## src/rtl/dequant_zigzag_writer_pkg.sv

```systemverilog
// Shared types, address map and dequantization shift tables for the
// zig-zag dequant writer feeding the pre-IDCT SRAM region.
package dequant_zigzag_writer_pkg;

   typedef enum logic [1:0] {
      S_DZ_IDLE      = 2'd0,
      S_DZ_ACCEPT    = 2'd1,
      S_DZ_BLOCK_END = 2'd2,
      S_DZ_DONE      = 2'd3
   } dz_state_e;

   typedef enum logic [1:0] {
      SEG_Y = 2'd0,
      SEG_U = 2'd1,
      SEG_V = 2'd2
   } dz_seg_e;

   localparam logic [17:0] PRE_IDCT_BASE_C = 18'd76800;
   localparam logic [17:0] U_SEG_BASE_C    = 18'd153600;
   localparam logic [17:0] V_SEG_BASE_C    = 18'd192000;
   localparam logic [17:0] Y_STRIDE_C      = 18'd320;
   localparam logic [17:0] UV_STRIDE_C     = 18'd160;
   localparam int          Y_BLOCKS_X_C    = 40;
   localparam int          UV_BLOCKS_X_C   = 20;
   localparam int          BLOCK_ROWS_C    = 30;
   localparam int          Y_BLOCKS_C      = Y_BLOCKS_X_C * BLOCK_ROWS_C;
   localparam int          UV_BLOCKS_C     = UV_BLOCKS_X_C * BLOCK_ROWS_C;

   // Left-shift amount indexed by anti-diagonal s = r + c; q_sel picks the table.
   function automatic logic [2:0] dq_shift(input logic q_sel, input logic [3:0] s);
      logic [2:0] sh;
      sh = 3'd0;
      if (q_sel == 1'b0) begin
         case (s)
            4'd0:    sh = 3'd3;
            4'd1:    sh = 3'd2;
            4'd2:    sh = 3'd3;
            4'd3:    sh = 3'd4;
            4'd4:    sh = 3'd4;
            4'd5:    sh = 3'd5;
            4'd6:    sh = 3'd5;
            default: sh = 3'd6;
         endcase
      end else begin
         case (s)
            4'd0:    sh = 3'd3;
            4'd1:    sh = 3'd1;
            4'd2:    sh = 3'd1;
            4'd3:    sh = 3'd1;
            4'd4:    sh = 3'd2;
            4'd5:    sh = 3'd2;
            4'd6:    sh = 3'd3;
            4'd7:    sh = 3'd3;
            default: sh = 3'd4;
         endcase
      end
      return sh;
   endfunction

endpackage

```

## src/rtl/dequant_zigzag_writer_zigzag_rom.sv

```systemverilog
// Standard JPEG zig-zag scan index to (row, column) lookup.
// Entries are octal pairs: first digit row, second digit column.
module zigzag_rom
   import dequant_zigzag_writer_pkg::*;
(
   input  logic [5:0] k,
   output logic [2:0] r,
   output logic [2:0] c
);

   logic [5:0] rc_s;

   // Scan position decode
   always_comb begin
      rc_s = 6'o00;
      case (k)
         6'd0:  rc_s = 6'o00;  6'd1:  rc_s = 6'o01;  6'd2:  rc_s = 6'o10;  6'd3:  rc_s = 6'o20;
         6'd4:  rc_s = 6'o11;  6'd5:  rc_s = 6'o02;  6'd6:  rc_s = 6'o03;  6'd7:  rc_s = 6'o12;
         6'd8:  rc_s = 6'o21;  6'd9:  rc_s = 6'o30;  6'd10: rc_s = 6'o40;  6'd11: rc_s = 6'o31;
         6'd12: rc_s = 6'o22;  6'd13: rc_s = 6'o13;  6'd14: rc_s = 6'o04;  6'd15: rc_s = 6'o05;
         6'd16: rc_s = 6'o14;  6'd17: rc_s = 6'o23;  6'd18: rc_s = 6'o32;  6'd19: rc_s = 6'o41;
         6'd20: rc_s = 6'o50;  6'd21: rc_s = 6'o60;  6'd22: rc_s = 6'o51;  6'd23: rc_s = 6'o42;
         6'd24: rc_s = 6'o33;  6'd25: rc_s = 6'o24;  6'd26: rc_s = 6'o15;  6'd27: rc_s = 6'o06;
         6'd28: rc_s = 6'o07;  6'd29: rc_s = 6'o16;  6'd30: rc_s = 6'o25;  6'd31: rc_s = 6'o34;
         6'd32: rc_s = 6'o43;  6'd33: rc_s = 6'o52;  6'd34: rc_s = 6'o61;  6'd35: rc_s = 6'o70;
         6'd36: rc_s = 6'o71;  6'd37: rc_s = 6'o62;  6'd38: rc_s = 6'o53;  6'd39: rc_s = 6'o44;
         6'd40: rc_s = 6'o35;  6'd41: rc_s = 6'o26;  6'd42: rc_s = 6'o17;  6'd43: rc_s = 6'o27;
         6'd44: rc_s = 6'o36;  6'd45: rc_s = 6'o45;  6'd46: rc_s = 6'o54;  6'd47: rc_s = 6'o63;
         6'd48: rc_s = 6'o72;  6'd49: rc_s = 6'o73;  6'd50: rc_s = 6'o64;  6'd51: rc_s = 6'o55;
         6'd52: rc_s = 6'o46;  6'd53: rc_s = 6'o37;  6'd54: rc_s = 6'o47;  6'd55: rc_s = 6'o56;
         6'd56: rc_s = 6'o65;  6'd57: rc_s = 6'o74;  6'd58: rc_s = 6'o75;  6'd59: rc_s = 6'o66;
         6'd60: rc_s = 6'o57;  6'd61: rc_s = 6'o67;  6'd62: rc_s = 6'o76;  6'd63: rc_s = 6'o77;
         default: rc_s = 6'o00;
      endcase
   end

   assign r = rc_s[5:3];
   assign c = rc_s[2:0];

endmodule

```

## src/rtl/dequant_zigzag_writer.sv

```systemverilog
// Dequantizes zig-zag ordered 8x8 coefficient blocks and writes them in raster
// order into the Y, U and V pre-IDCT SRAM segments.
module dequant_zigzag_writer
   import dequant_zigzag_writer_pkg::*;
#(
   parameter logic [17:0] PRE_IDCT_BASE = PRE_IDCT_BASE_C,
   parameter logic [17:0] U_SEG_BASE    = U_SEG_BASE_C,
   parameter logic [17:0] V_SEG_BASE    = V_SEG_BASE_C,
   parameter logic [17:0] Y_STRIDE      = Y_STRIDE_C,
   parameter logic [17:0] UV_STRIDE     = UV_STRIDE_C,
   parameter int          Y_BLOCKS_X    = Y_BLOCKS_X_C,
   parameter int          UV_BLOCKS_X   = UV_BLOCKS_X_C,
   parameter int          BLOCK_ROWS    = BLOCK_ROWS_C
)(
   input  logic        Clock,
   input  logic        Resetn,
   input  logic        Enable,
   input  logic        Q_select,
   input  logic        coeff_valid,
   input  logic [15:0] coeff_data,
   output logic        coeff_ready,
   output logic [17:0] SRAM_address,
   output logic [15:0] SRAM_write_data,
   output logic        SRAM_we_n,
   output logic        block_done,
   output logic        done
);

   localparam int TOTAL_BLOCKS = (Y_BLOCKS_X + 2 * UV_BLOCKS_X) * BLOCK_ROWS;

   dz_state_e   state_r, state_next_s;
   dz_seg_e     seg_r;
   logic [5:0]  k_r, bx_r;
   logic [4:0]  by_r;
   logic [11:0] blk_cnt_r;
   logic [17:0] blk_base_r, row_base_r;
   logic        q_sel_r;

   logic        xfer_s, last_blk_s, bx_last_s, by_last_s, q_eff_s;
   logic [2:0]  zz_r_s, zz_c_s, shift_s;
   logic [17:0] stride_s, row_step_s, next_seg_base_s, addr_s;
   logic [15:0] deq_s;

   zigzag_rom u_zigzag_rom (
      .k (k_r),
      .r (zz_r_s),
      .c (zz_c_s)
   );

   // Handshake, block position decode and dequantized write word
   always_comb begin
      xfer_s          = coeff_valid && coeff_ready;
      last_blk_s      = (blk_cnt_r == 12'(TOTAL_BLOCKS - 1));
      by_last_s       = (by_r == 5'(BLOCK_ROWS - 1));
      stride_s        = (seg_r == SEG_Y) ? Y_STRIDE : UV_STRIDE;
      bx_last_s       = (seg_r == SEG_Y) ? (bx_r == 6'(Y_BLOCKS_X - 1))
                                         : (bx_r == 6'(UV_BLOCKS_X - 1));
      row_step_s      = stride_s << 3;
      next_seg_base_s = (seg_r == SEG_Y) ? U_SEG_BASE : V_SEG_BASE;
      addr_s          = blk_base_r + 18'(zz_r_s) * stride_s + 18'(zz_c_s);
      // The k=0 coefficient uses the live select; later ones use the latched copy.
      q_eff_s         = (k_r == 6'd0) ? Q_select : q_sel_r;
      shift_s         = dq_shift(q_eff_s, 4'(zz_r_s) + 4'(zz_c_s));
      deq_s           = coeff_data << shift_s;
   end

   // Next-state decode
   always_comb begin
      state_next_s = state_r;
      case (state_r)
         S_DZ_IDLE:      state_next_s = Enable ? S_DZ_ACCEPT : S_DZ_IDLE;
         S_DZ_ACCEPT:    state_next_s = (xfer_s && (k_r == 6'd63)) ? S_DZ_BLOCK_END : S_DZ_ACCEPT;
         S_DZ_BLOCK_END: state_next_s = last_blk_s ? S_DZ_DONE : S_DZ_ACCEPT;
         S_DZ_DONE:      state_next_s = Enable ? S_DZ_DONE : S_DZ_IDLE;
         default:        state_next_s = S_DZ_IDLE;
      endcase
   end

   // FSM state register
   always_ff @(posedge Clock or negedge Resetn) begin
      if (!Resetn) begin
         state_r <= S_DZ_IDLE;
      end else begin
         state_r <= state_next_s;
      end
   end

   // Registered outputs, scan index and block/segment walk
   always_ff @(posedge Clock or negedge Resetn) begin
      if (!Resetn) begin
         coeff_ready     <= 1'b0;
         done            <= 1'b0;
         block_done      <= 1'b0;
         SRAM_we_n       <= 1'b1;
         SRAM_address    <= 18'd0;
         SRAM_write_data <= 16'd0;
         k_r             <= 6'd0;
         q_sel_r         <= 1'b0;
         bx_r            <= 6'd0;
         by_r            <= 5'd0;
         seg_r           <= SEG_Y;
         blk_cnt_r       <= 12'd0;
         blk_base_r      <= PRE_IDCT_BASE;
         row_base_r      <= PRE_IDCT_BASE;
      end else begin
         coeff_ready <= (state_next_s == S_DZ_ACCEPT);
         done        <= (state_next_s == S_DZ_DONE);
         block_done  <= xfer_s && (k_r == 6'd63);
         SRAM_we_n   <= ~xfer_s;
         if (xfer_s) begin
            SRAM_address    <= addr_s;
            SRAM_write_data <= deq_s;
            k_r             <= k_r + 6'd1;
         end
         if (xfer_s && (k_r == 6'd0)) begin
            q_sel_r <= Q_select;
         end
         if (state_r == S_DZ_IDLE) begin
            k_r        <= 6'd0;
            bx_r       <= 6'd0;
            by_r       <= 5'd0;
            seg_r      <= SEG_Y;
            blk_cnt_r  <= 12'd0;
            blk_base_r <= PRE_IDCT_BASE;
            row_base_r <= PRE_IDCT_BASE;
         end else if (state_r == S_DZ_BLOCK_END) begin
            blk_cnt_r <= blk_cnt_r + 12'd1;
            if (!bx_last_s) begin
               bx_r       <= bx_r + 6'd1;
               blk_base_r <= blk_base_r + 18'd8;
            end else if (!by_last_s) begin
               bx_r       <= 6'd0;
               by_r       <= by_r + 5'd1;
               row_base_r <= row_base_r + row_step_s;
               blk_base_r <= row_base_r + row_step_s;
            end else begin
               // Segments are contiguous, but jumping to the named base keeps them independent.
               bx_r       <= 6'd0;
               by_r       <= 5'd0;
               seg_r      <= (seg_r == SEG_Y) ? SEG_U : SEG_V;
               row_base_r <= next_seg_base_s;
               blk_base_r <= next_seg_base_s;
            end
         end
      end
   end

endmodule
```

## config.mk

```make
export PLATFORM = sky130hd
export DESIGN_NAME = dequant_zigzag_writer
export DESIGN_NICKNAME = d
export VERILOG_FILES = /design/src/rtl/dequant_zigzag_writer_pkg.sv /design/src/rtl/dequant_zigzag_writer_zigzag_rom.sv /design/src/rtl/dequant_zigzag_writer.sv
export SDC_FILE = /design/constraint.sdc
export NUM_CORES = 1
export LEC_CHECK = 0
export ABC_AREA = 1
export CORE_MARGIN = 5
export CORE_UTILIZATION = 55
export DETAILED_ROUTE_END_ITERATION = 16
export GPL_TIMING_DRIVEN = 0
export PLACE_DENSITY = 0.75
export REMOVE_ABC_BUFFERS = 1
export SETUP_SLACK_MARGIN = 0.02
export SYNTH_ARGS = -nofsm -noshare
export SYNTH_HDL_FRONTEND = slang
export SYNTH_SLANG_ARGS = --single-unit
```

## constraint.sdc

```tcl
create_clock -name Clock -period 13.21 [get_ports Clock]
set_input_delay 2.642 -clock Clock [delete_from_list [all_inputs] [get_ports Clock]]
set_output_delay 2.642 -clock Clock [all_outputs]
set_load 0.1 [all_outputs]
```

==> Yosys cells after proc, flatten, opt, wreduce, memory -nomap -nowiden <==
Memory sizes are Yosys's and may differ from the RTL's.
Index checks and enable logic that the tools add are counted.
{ "totals": {"ff_bits": 108, "romBits": 400, "input_bits": 21, "out_inout_bits": 38, "word_cells": 96, "memories": 2} }
{ "classes": {"n_addsub": 9, "n_mul": 1, "n_eq_ne": 16, "shift": 1, "mux": 35, "n_bitwise": 1, "n_reduce_logical": 16} }
{ "mem_list": {"columns": ["memory", "depth", "word_bits", "read_ports", "rd_clocked_by_memory_dff", "write_ports", "line", "source"], "rows": [
  ["(no name shown)", 64, 6, 1, 0, 0, "dequant_zigzag_writer_zigzag_rom.sv:16", "case (k)"],
  ["(no name shown)", 8, 2, 1, 0, 0, "dequant_zigzag_writer_pkg.sv:45", "case (s)"]
]} }
{ "op_table": {"columns": ["op", "count"], "rows": [
  ["$mux 18", 7],
  ["$add 18x12->18", 2],
  ["$mux 6", 5],
  ["$mux 12", 2],
  ["$mux 5", 4],
  ["$add 18x3->18", 1],
  ["$add 18x4->18 const B", 1],
  ["$mux 16", 1],
  ["$mux 2", 8],
  ["$shl 16x3->16", 1],
  ["$add 12x1->12 const B", 1],
  ["$add 6x1->6 const B", 2],
  ["$eq 12x12->1 const B", 1],
  ["$eq 4x3->1 const B", 3],
  ["$eq 6x6->1 const B", 2],
  ["$mul 3x9->12", 1],
  ["$pmux 3 s4", 1],
  ["$mux 9", 1],
  ["$eq 4x2->1 const B", 2],
  ["$pmux 2 s4", 1],
  ["$reduce_bool 2->1", 4],
  ["$eq 2x2->1 const B", 3],
  ["$eq 6x5->1 const B", 1],
  ["$logic_not 6->1", 1],
  ["other kinds (14)", 23]
]} }

==> Longest topological paths before layout <==
Gate-level depths: netlist of the first run.
{ "logic_depth": {"word_depth": 7, "ltp_mapped": 27, "depth_no_buf": 27} }

==> Cells and area by module <==
From an unflattened synthesis of the first run, not the netlist that was laid out.
{ "hier_totals": {"cells_unflattened": 1017, "hier_area_um2": 7541.0} }
{ "modules_own_cells": {"columns": ["mod", "instances", "cells_per_inst", "area_each_um2"], "rows": [
  ["dequant_zigzag_writer", 1, 866, 6772.7],
  ["zigzag_rom", 1, 151, 768.2]
]} }

==> Least setup slack after synthesis of the first run <==
Ideal clock, no wire load.
{ "synth_path": {"path_type": "reg-to-reg", "startpoint": "register k_r[0]", "endpoint": "register SRAM_address[17]", "setup_time_ns": 0.120, "arrival_time_ns": 4.225, "required_time_ns": 13.090, "path_slack_ns": 8.865, "stages_incl_launch_ff": 26, "path_cell_list": "dfrtp_1 -> inv_1 -> ha_1 -> nor2_1 -> inv_1 -> a21oi_1 -> a21oi_1 -> o22ai_1 -> o21ai_0 -> o21ai_1 -> inv_1 -> ha_1 -> inv_1 -> fa_1 -> inv_1 -> ha_1 -> ha_1 -> nand4_1 -> o21ai_0 -> nand3_1 -> nand2_1 -> nand2_1 -> nand2_1 -> nand3_1 -> nand3_1 -> nand2_1"} }
{ "synth_between": {"elab_chain_cells": 4} }
{ "synth_rtl": {"columns": ["element", "line", "source"], "rows": [
  ["start: declaration", "dequant_zigzag_writer.sv:33", "logic [5:0] k_r, bx_r;"],
  ["start signal: assignment", "dequant_zigzag_writer.sv:113", "k_r <= k_r + 6'd1;"],
  ["$mem_v2 64x6 (*)", null, null],
  ["$mul 3x9->12", "dequant_zigzag_writer.sv:60", "addr_s = blk_base_r + 18'(zz_r_s) * stride_s + 18'(zz_c_s);"],
  ["$add 18x12->18", "dequant_zigzag_writer.sv:60", null],
  ["$add 18x3->18 (*)", "dequant_zigzag_writer.sv:60", null],
  ["end signal: assignment", "dequant_zigzag_writer.sv:111", "SRAM_address <= addr_s;"],
  ["end: declaration", "dequant_zigzag_writer.sv:22", "output logic [17:0] SRAM_address,"]
]} }
Every way passes the cells marked *; elsewhere a longest branch is shown, timed or not.
A chain may end at the register's enable or synchronous reset.

==> Worst setup path in the final report of the first run <==
{ "layout_path": {"startpoint": "register k_r[2]", "endpoint": "register SRAM_address[15]"} }
Same word-level chain as after synthesis.

==> run_results.csv, run 1 <==
group,metric,value,unit
place,gp_congestion,0.8856,
floorplanning,die_w,124.2,um
floorplanning,dieArea,15430,um2
clocking,cts_made_buffers,9,
global_routing,grt_pass1_wl,28.39,mm
synthesis,synth_top_area_cell,"dfrtp_1",
setup_path,cp-end-kind,"flip-flop",
global_routing,grt_max_degree,58,
clocking,clock_path_buffers,2,
setup_path,crit_fanout,18,
global_routing,grt_usage,21.83,%
clocking,ctsRootBufferMaster,"clkbuf_16",
clocking,hold_buffers,0,
synthesis,async_flop_share,100.0,%
drt,route.detailed.drc,0,
global_routing,grt-ovfl-total,0,
sta,skew,0.008846,ns
synthesis,synth_edf_count,0,
floorplanning,die_h,124.2,um
layout,multiInputGateArea,3900,um2
flow_run,cap_viol_max_count,0,
worst_hold_path,worst_hold_path_type,"flip-flop to flip-flop",
setup_path,cp_slowest_cell,"dfrtp_1",
floorplanning,core-area,12720,um2
drt,antenna_left,0,
setup_path,max_stage_delay,0.76,ns
layout,fin_cells,1161,
clocking,cts_htree_levels,3,
sta,worst_slew_pin_slew,1.021,ns
synthesis,synth_seq_cells,108,
clocking,insertion_delay,0.35,ns
layout,layout-area-overhead-vs-synth,13.05,%
sta,fin_crit_sh,40.06,%
global_routing,grt_pass1_vias,5987,
place,io_buffers,58,
floorplanning,ios,59,
synthesis,synthTopCellsByArea,"dfrtp_1 (35%), nand2_1 (11%), ha_1 (8.7%)",
synthesis,yosys.area.top_type_share,34.54,%
layout,drive_gt1_share,5.056,%
setup_path,cp_common_cell,"nand2_1",
layout,layout_commonest_cell,"nand2_1",
synthesis,ys_warn_count,0,
drt,dr.first_iter.drc_count,507,
global_routing,antenna_found_initial,0,
place,dpl.cell_count,1145,
setup_path,critical_path.cell_chain,"inv_1 -> ha_1 -> a21oi_1 -> o22ai_1 -> o21ai_0 -> nand2_1 -> o21ai_0 -> ha_1 -> fa_1 -> ha_1 -> ha_1 -> nand4_1 -> o21ai_0 -> nand3_1 -> nand2_1 -> nand2_1 -> nand2_1 -> nand3_1 -> nand3_1 -> nand2_1",
outcome,status,"finished, final reports clean",
sta,setup_viol,0,
synthesis,seq_area_frac_synth,37.83,%
sta,fmax,188.9,MHz
layout,fillers,1152,
sta,hold_violations,0,
drt,via_count,6343,
sta,drv_slew,0,
synthesis,ys.flop_type,"dfrtp_1",
layout,nets,1061,
layout,seq_area,2714,um2
drt,vias_per_cell,5.463,
synthesis,syn_avg_cell_area,7.607,um2
clocking,cts_tree,"built",
drt,wl_per_cell,14.23,um
drt,drtPass1Iterations,5,
setup_path,crit_required,13.44,ns
floorplanning,initial_core_util,56.38,%
synthesis,syn_inst,943,
clocking,cts_sinks,108,
clocking,cts_setup_buffers,0,
setup_path,critical_path_class,"flip-flop to flip-flop",
clocking,clk_pin_slew,0.07,ns
clocking,cts_resized,0,
sta,finalSetupTns,0,ns
layout,antennaDiodeCount,0,
setup_path,startpoint_type,"flip-flop",
floorplanning,num_rows,41,
sta,rsz0062_at_grt,"no",
synthesis,yosysUniqueCellTypes,46,
layout,final_cell_mix,"nand2_1 (204), nand3_1 (125), dfrtp_1 (99), inv_1 (99), nor2_1 (86)",
drt,routed_wl,16.52,mm
setup_path,arrival,5.53,ns
place,dp_hpwl,12.10,mm
synthesis,syn_area,7173,um2
sta,max-slew-margin-rel,31.68,%
sta,layout_min_cycle_time,5.293,ns
[cell type report]
cell class | instances | share of cell area [%]
inverter | 106 | 4.907
tap | 172 | 2.654
sequential | 108 | 33.47
timing repair buffer | 59 | 7.468
multi-input combinational | 700 | 48.09
clock inverter | 1 | 0.1080
clock buffer | 15 | 3.302
[critical path, delay by kind of cell, from the launching register on]
family | cells | cell delay (ns)
simple gates | 9 | 0.95
buf+inv | 1 | 0.42
compound gates | 5 | 1.19
flops | 1 | 0.76
fa+ha+maj | 5 | 1.85
[path summary, 6_finish.rpt]
check                                        startpoint                      endpoint  slack (ns)  depth (start not counted)
max                                  k_r[2]$_DFFE_PN0P_  SRAM_address[15]$_DFFE_PN0P_        7.92                         20
min                        SRAM_address[10]$_DFFE_PN0P_  SRAM_address[10]$_DFFE_PN0P_        0.48                          2
max reg2reg                          k_r[2]$_DFFE_PN0P_  SRAM_address[15]$_DFFE_PN0P_        7.92                         20
min reg2reg                SRAM_address[10]$_DFFE_PN0P_  SRAM_address[10]$_DFFE_PN0P_        0.48                          2
max in group asynchronous                        Resetn    blk_base_r[11]$_DFFE_PN1P_       10.13                          2
min in group asynchronous                        Resetn           q_sel_r$_DFFE_PN0P_        2.32                          1
[cells by family after synthesis]
kind of cell | after synthesis | share of synthesized area [%]
AOI/OAI and AO/OA | 154 | 12.26
adders and majority gates | 56 | 10.40
other | 1 | 0.05228
DFF | 108 | 37.83
and+or+nand+nor | 466 | 28.82
xor gates and xnor gates | 23 | 2.808
buffers and inverters | 135 | 7.832
[cells in the mapped netlist (3+ instances only)]
master	count
ha_1	50
clkbuf_1	13
fa_1	6
o211ai_1	8
inv_1	99
buf_4	4
inv_2	6
o221ai_1	3
nand2_2	3
nor2_1	86
xor2_1	16
a31oi_1	8
nand3_1	125
dfstp_2	9
o21ai_1	7
or2_2	3
buf_2	8
o22ai_1	7
a21oi_1	49
nand4_1	11
o21ai_0	60
buf_6	4
nand2_4	3
nand2_1	205
dfrtp_1	99
nor3_1	19
xnor2_1	7
[registers in the layout, indices dropped and copies added, names as in the netlist, 2 cells and up]
signal,count
SRAM_address,18
SRAM_write_data,16
blk_base_r,18
blk_cnt_r,12
bx_r,6
by_r,5
k_r,6
row_base_r,18
seg_r,2
state_r,2
[per-layer routing]
layer | up-vias | wire (um) | part of all wire, % | global-route usage, %
li1 | 3221 | - | - | -
met2 | 166 | 7672 | 46 | 35.69
met3 | 19 | 855 | 5.2 | 4.374
met1 | 2937 | 7751 | 47 | 29.80
met5 | - | 0 | 0 | 0
met4 | 0 | 242 | 1.5 | 5.609
[per-stage QoR]
| step | area, um2 | hold WS [ns] | util (%) | worst slack, ns |
|---|---|---|---|---|
| finish | 8109 | 0.4769 | 63.74 | 7.917 |
| floorplan | 7009 | 0.4478 | - | 8.745 |
| detailed placement | 7833 | 0.4644 | 61.57 | 7.924 |
| global route | 8109 | 0.4955 | 63.74 | 7.473 |
| global placement | 7805 | 0.4614 | 61.35 | 5.304 |
| CTS | 8109 | 0.4828 | 63.74 | 7.907 |
Power of run 1 is left out: the tool's default activity adds up to more than one toggle a clock period on the data nets, which glitch-free logic cannot reach.
==> inputs of run 2 (changes only) <==
clock period = 5.3 ns   (was 13.21 ns; I/O delays follow)
==> run_results.csv, run 2 (same netlist as run 1, synthesis figures left out) <==
group,metric,value,unit
layout,final_cell_mix,"nand2_1 (204), nand3_1 (125), inv_1 (98)",
global_routing,grt_max_degree,58,
sta,hold_violations,0,
layout,layout-area-overhead-vs-synth,13.48,%
global_routing,grt_pass1_wl,28.39,mm
sta,worst_slew_pin_slew,1.030,ns
setup_path,ff2ff_setup_slack,0.44,ns
flow_run,cap_viol_max_count,0,
place,gp_congestion,0.8856,
clocking,cts_sinks,108,
floorplanning,die_w,124.2,um
sta,layout_min_cycle_time,4.856,ns
global_routing,use_met1,29.80,%
drt,routed_wl,16.50,mm
sta,max-slew-margin-rel,31.11,%
floorplanning,num_rows,41,
worst_hold_path,hold_depth,2,
setup_path,regToRegStartpoint,"k_r[2]$_DFFE_PN0P_",
drt,drtPass1Iterations,5,
clocking,clock_path_buffers,2,
drt,vias_per_cell,5.474,
layout,drive_gt1_share,5.847,%
worst_hold_path,worst_hold_path_type,"flip-flop to flip-flop",
clocking,cts_htree_levels,3,
drt,route.detailed.drc,0,
sta,fin_ws,0.4441,ns
setup_path,critical_path_class,"flip-flop to flip-flop",
place,io_buffers,58,
global_routing,grt.busiest_layer,"met2",
clocking,cts_made_buffers,9,
sta,fin_crit_sh,91.62,%
drt,via_count,6372,
clocking,cts_tree,"built",
floorplanning,core-area,12720,um2
layout,top_regs,"SRAM_address (18), blk_base_r (18), row_base_r (18)",
setup_path,arrival,5.09,ns
drt,wl_per_cell,14.18,um
global_routing,antenna_found_initial,0,
place,dp_hpwl,12.10,mm
clocking,insertion_delay,0.35,ns
setup_path,r2r.worst_path.cells,23,
setup_path,crit_fanout,18,
global_routing,grt_usage,21.83,%
floorplanning,initial_core_util,56.38,%
sta,drv_slew,0,
layout,antennaDiodeCount,0,
sta,setup_viol,0,
setup_path,cp-end-kind,"flip-flop",
clocking,clk_pin_slew,0.07,ns
sta,fmax,205.9,MHz
clocking,hold_buffers,0,
layout,utilization,63.99,%
global_routing,met2_usage,35.69,%
place,place_ws,0.01415,ns
drt,antenna_left,0,
global_routing,grt_use_met3,4.374,%
global_routing,grt-ovfl-total,0,
layout,stdcell_area,8140,um2
setup_path,r2r-end,"SRAM_address[15]$_DFFE_PN0P_",
floorplanning,die_h,124.2,um
sta,finalSetupTns,0,ns
outcome,status,"finished, final reports clean",
place,place_area,7833,um2
floorplanning,dieArea,15430,um2
sta,rsz0062_at_grt,"no",
clocking,ctsRootBufferMaster,"clkbuf_16",
sta,skew,0.006150,ns
worst_hold_path,worstHoldEndpoint,"SRAM_address[10]$_DFFE_PN0P_",
drt,dr.first_iter.drc_count,506,
global_routing,grt_pass1_vias,5987,
layout,nets,1064,
setup_path,crit_required,5.53,ns
layout,layout_commonest_cell,"nand2_1",
floorplanning,ios,59,
worst_hold_path,min_from,"SRAM_address[10]$_DFFE_PN0P_",
setup_path,startpoint_type,"flip-flop",
-- run 2: how the worst max path moves through the flow --
stage / start / end / slack [ns] / cells after the start
6_report: k_r[2]$_DFFE_PN0P_ / SRAM_address[15]$_DFFE_PN0P_ / 0.44 / 23
3_5_place_dp: k_r[2]$_DFFE_PN0P_ / SRAM_address[15]$_DFFE_PN0P_ / 0.01 / 20
3_3_place_gp: Resetn / bx_r[3]$_DFFE_PN0P_ / -1.02 / 1
4_1_cts: k_r[2]$_DFFE_PN0P_ / SRAM_address[15]$_DFFE_PN0P_ / 0.16 / 23
5_1_grt: k_r[0]$_DFFE_PN0P_ / SRAM_address[15]$_DFFE_PN0P_ / 0.02 / 25
2_1_floorplan: k_r[2]$_DFFE_PN0P_ / SRAM_address[17]$_DFFE_PN0P_ / 0.83 / 23
-- run 2: worst max-delay path: stages (launching register included) --
cell       delay [ns]
dfrtp_2          0.59
inv_1            0.33
ha_1             0.40
a21oi_1          0.15
nand2_1          0.07
o2111ai_1        0.08
o21ai_1          0.21
o21ai_1          0.28
inv_1            0.07
ha_1             0.28
inv_1            0.05
fa_1             0.50
inv_1            0.04
ha_1             0.29
ha_1             0.33
nand4_1          0.09
o21ai_0          0.26
nand3_1          0.11
nand2_1          0.11
nand2_1          0.07
nand2_1          0.15
nand3_1          0.10
nand3_1          0.10
nand2_1          0.07
-- run 2: through the flow --
| step | std cells | hold WS, ns |
|---|---|---|
| 2_1_floorplan | 914 | 0.4478 |
| 4_1_cts | 1161 | 0.4828 |
| 3_3_place_gp | 1144 | 0.4614 |
| 6_report | 1164 | 0.4768 |
| 5_1_grt | 1164 | 0.4955 |
| 3_5_place_dp | 1145 | 0.4644 |
-- run 2: metal layers --
metal	wire length (um)	vias up
met5	0	-
met1	7721	2953
met3	921	20
met4	239	0
met2	7620	175
li1	-	3224
-- run 2: what timing repair did --
| action | in CTS | in global routing |
|---|---|---|
| endpoints found under the hold margin | 0 | 0 |
| gates resized for setup | 1 | 5 |
| setup endpoints to repair | 1 | 7 |
| setup buffers | 0 | 3 |
| gates cloned | 0 | 0 |
-- run 2: final cells by class --
class | count | area [um2]
Clock buffer | 15 | 267.8
Fill cell | 1148 | 4582
Timing Repair Buffer | 62 | 628.1
Sequential cell | 108 | 2719
Inverter | 106 | 401.6
Tap cell | 172 | 215.2
Multi-Input combinational cell | 700 | 3900
Clock inverter | 1 | 8.758
Power of run 2 is left out for the same reason.
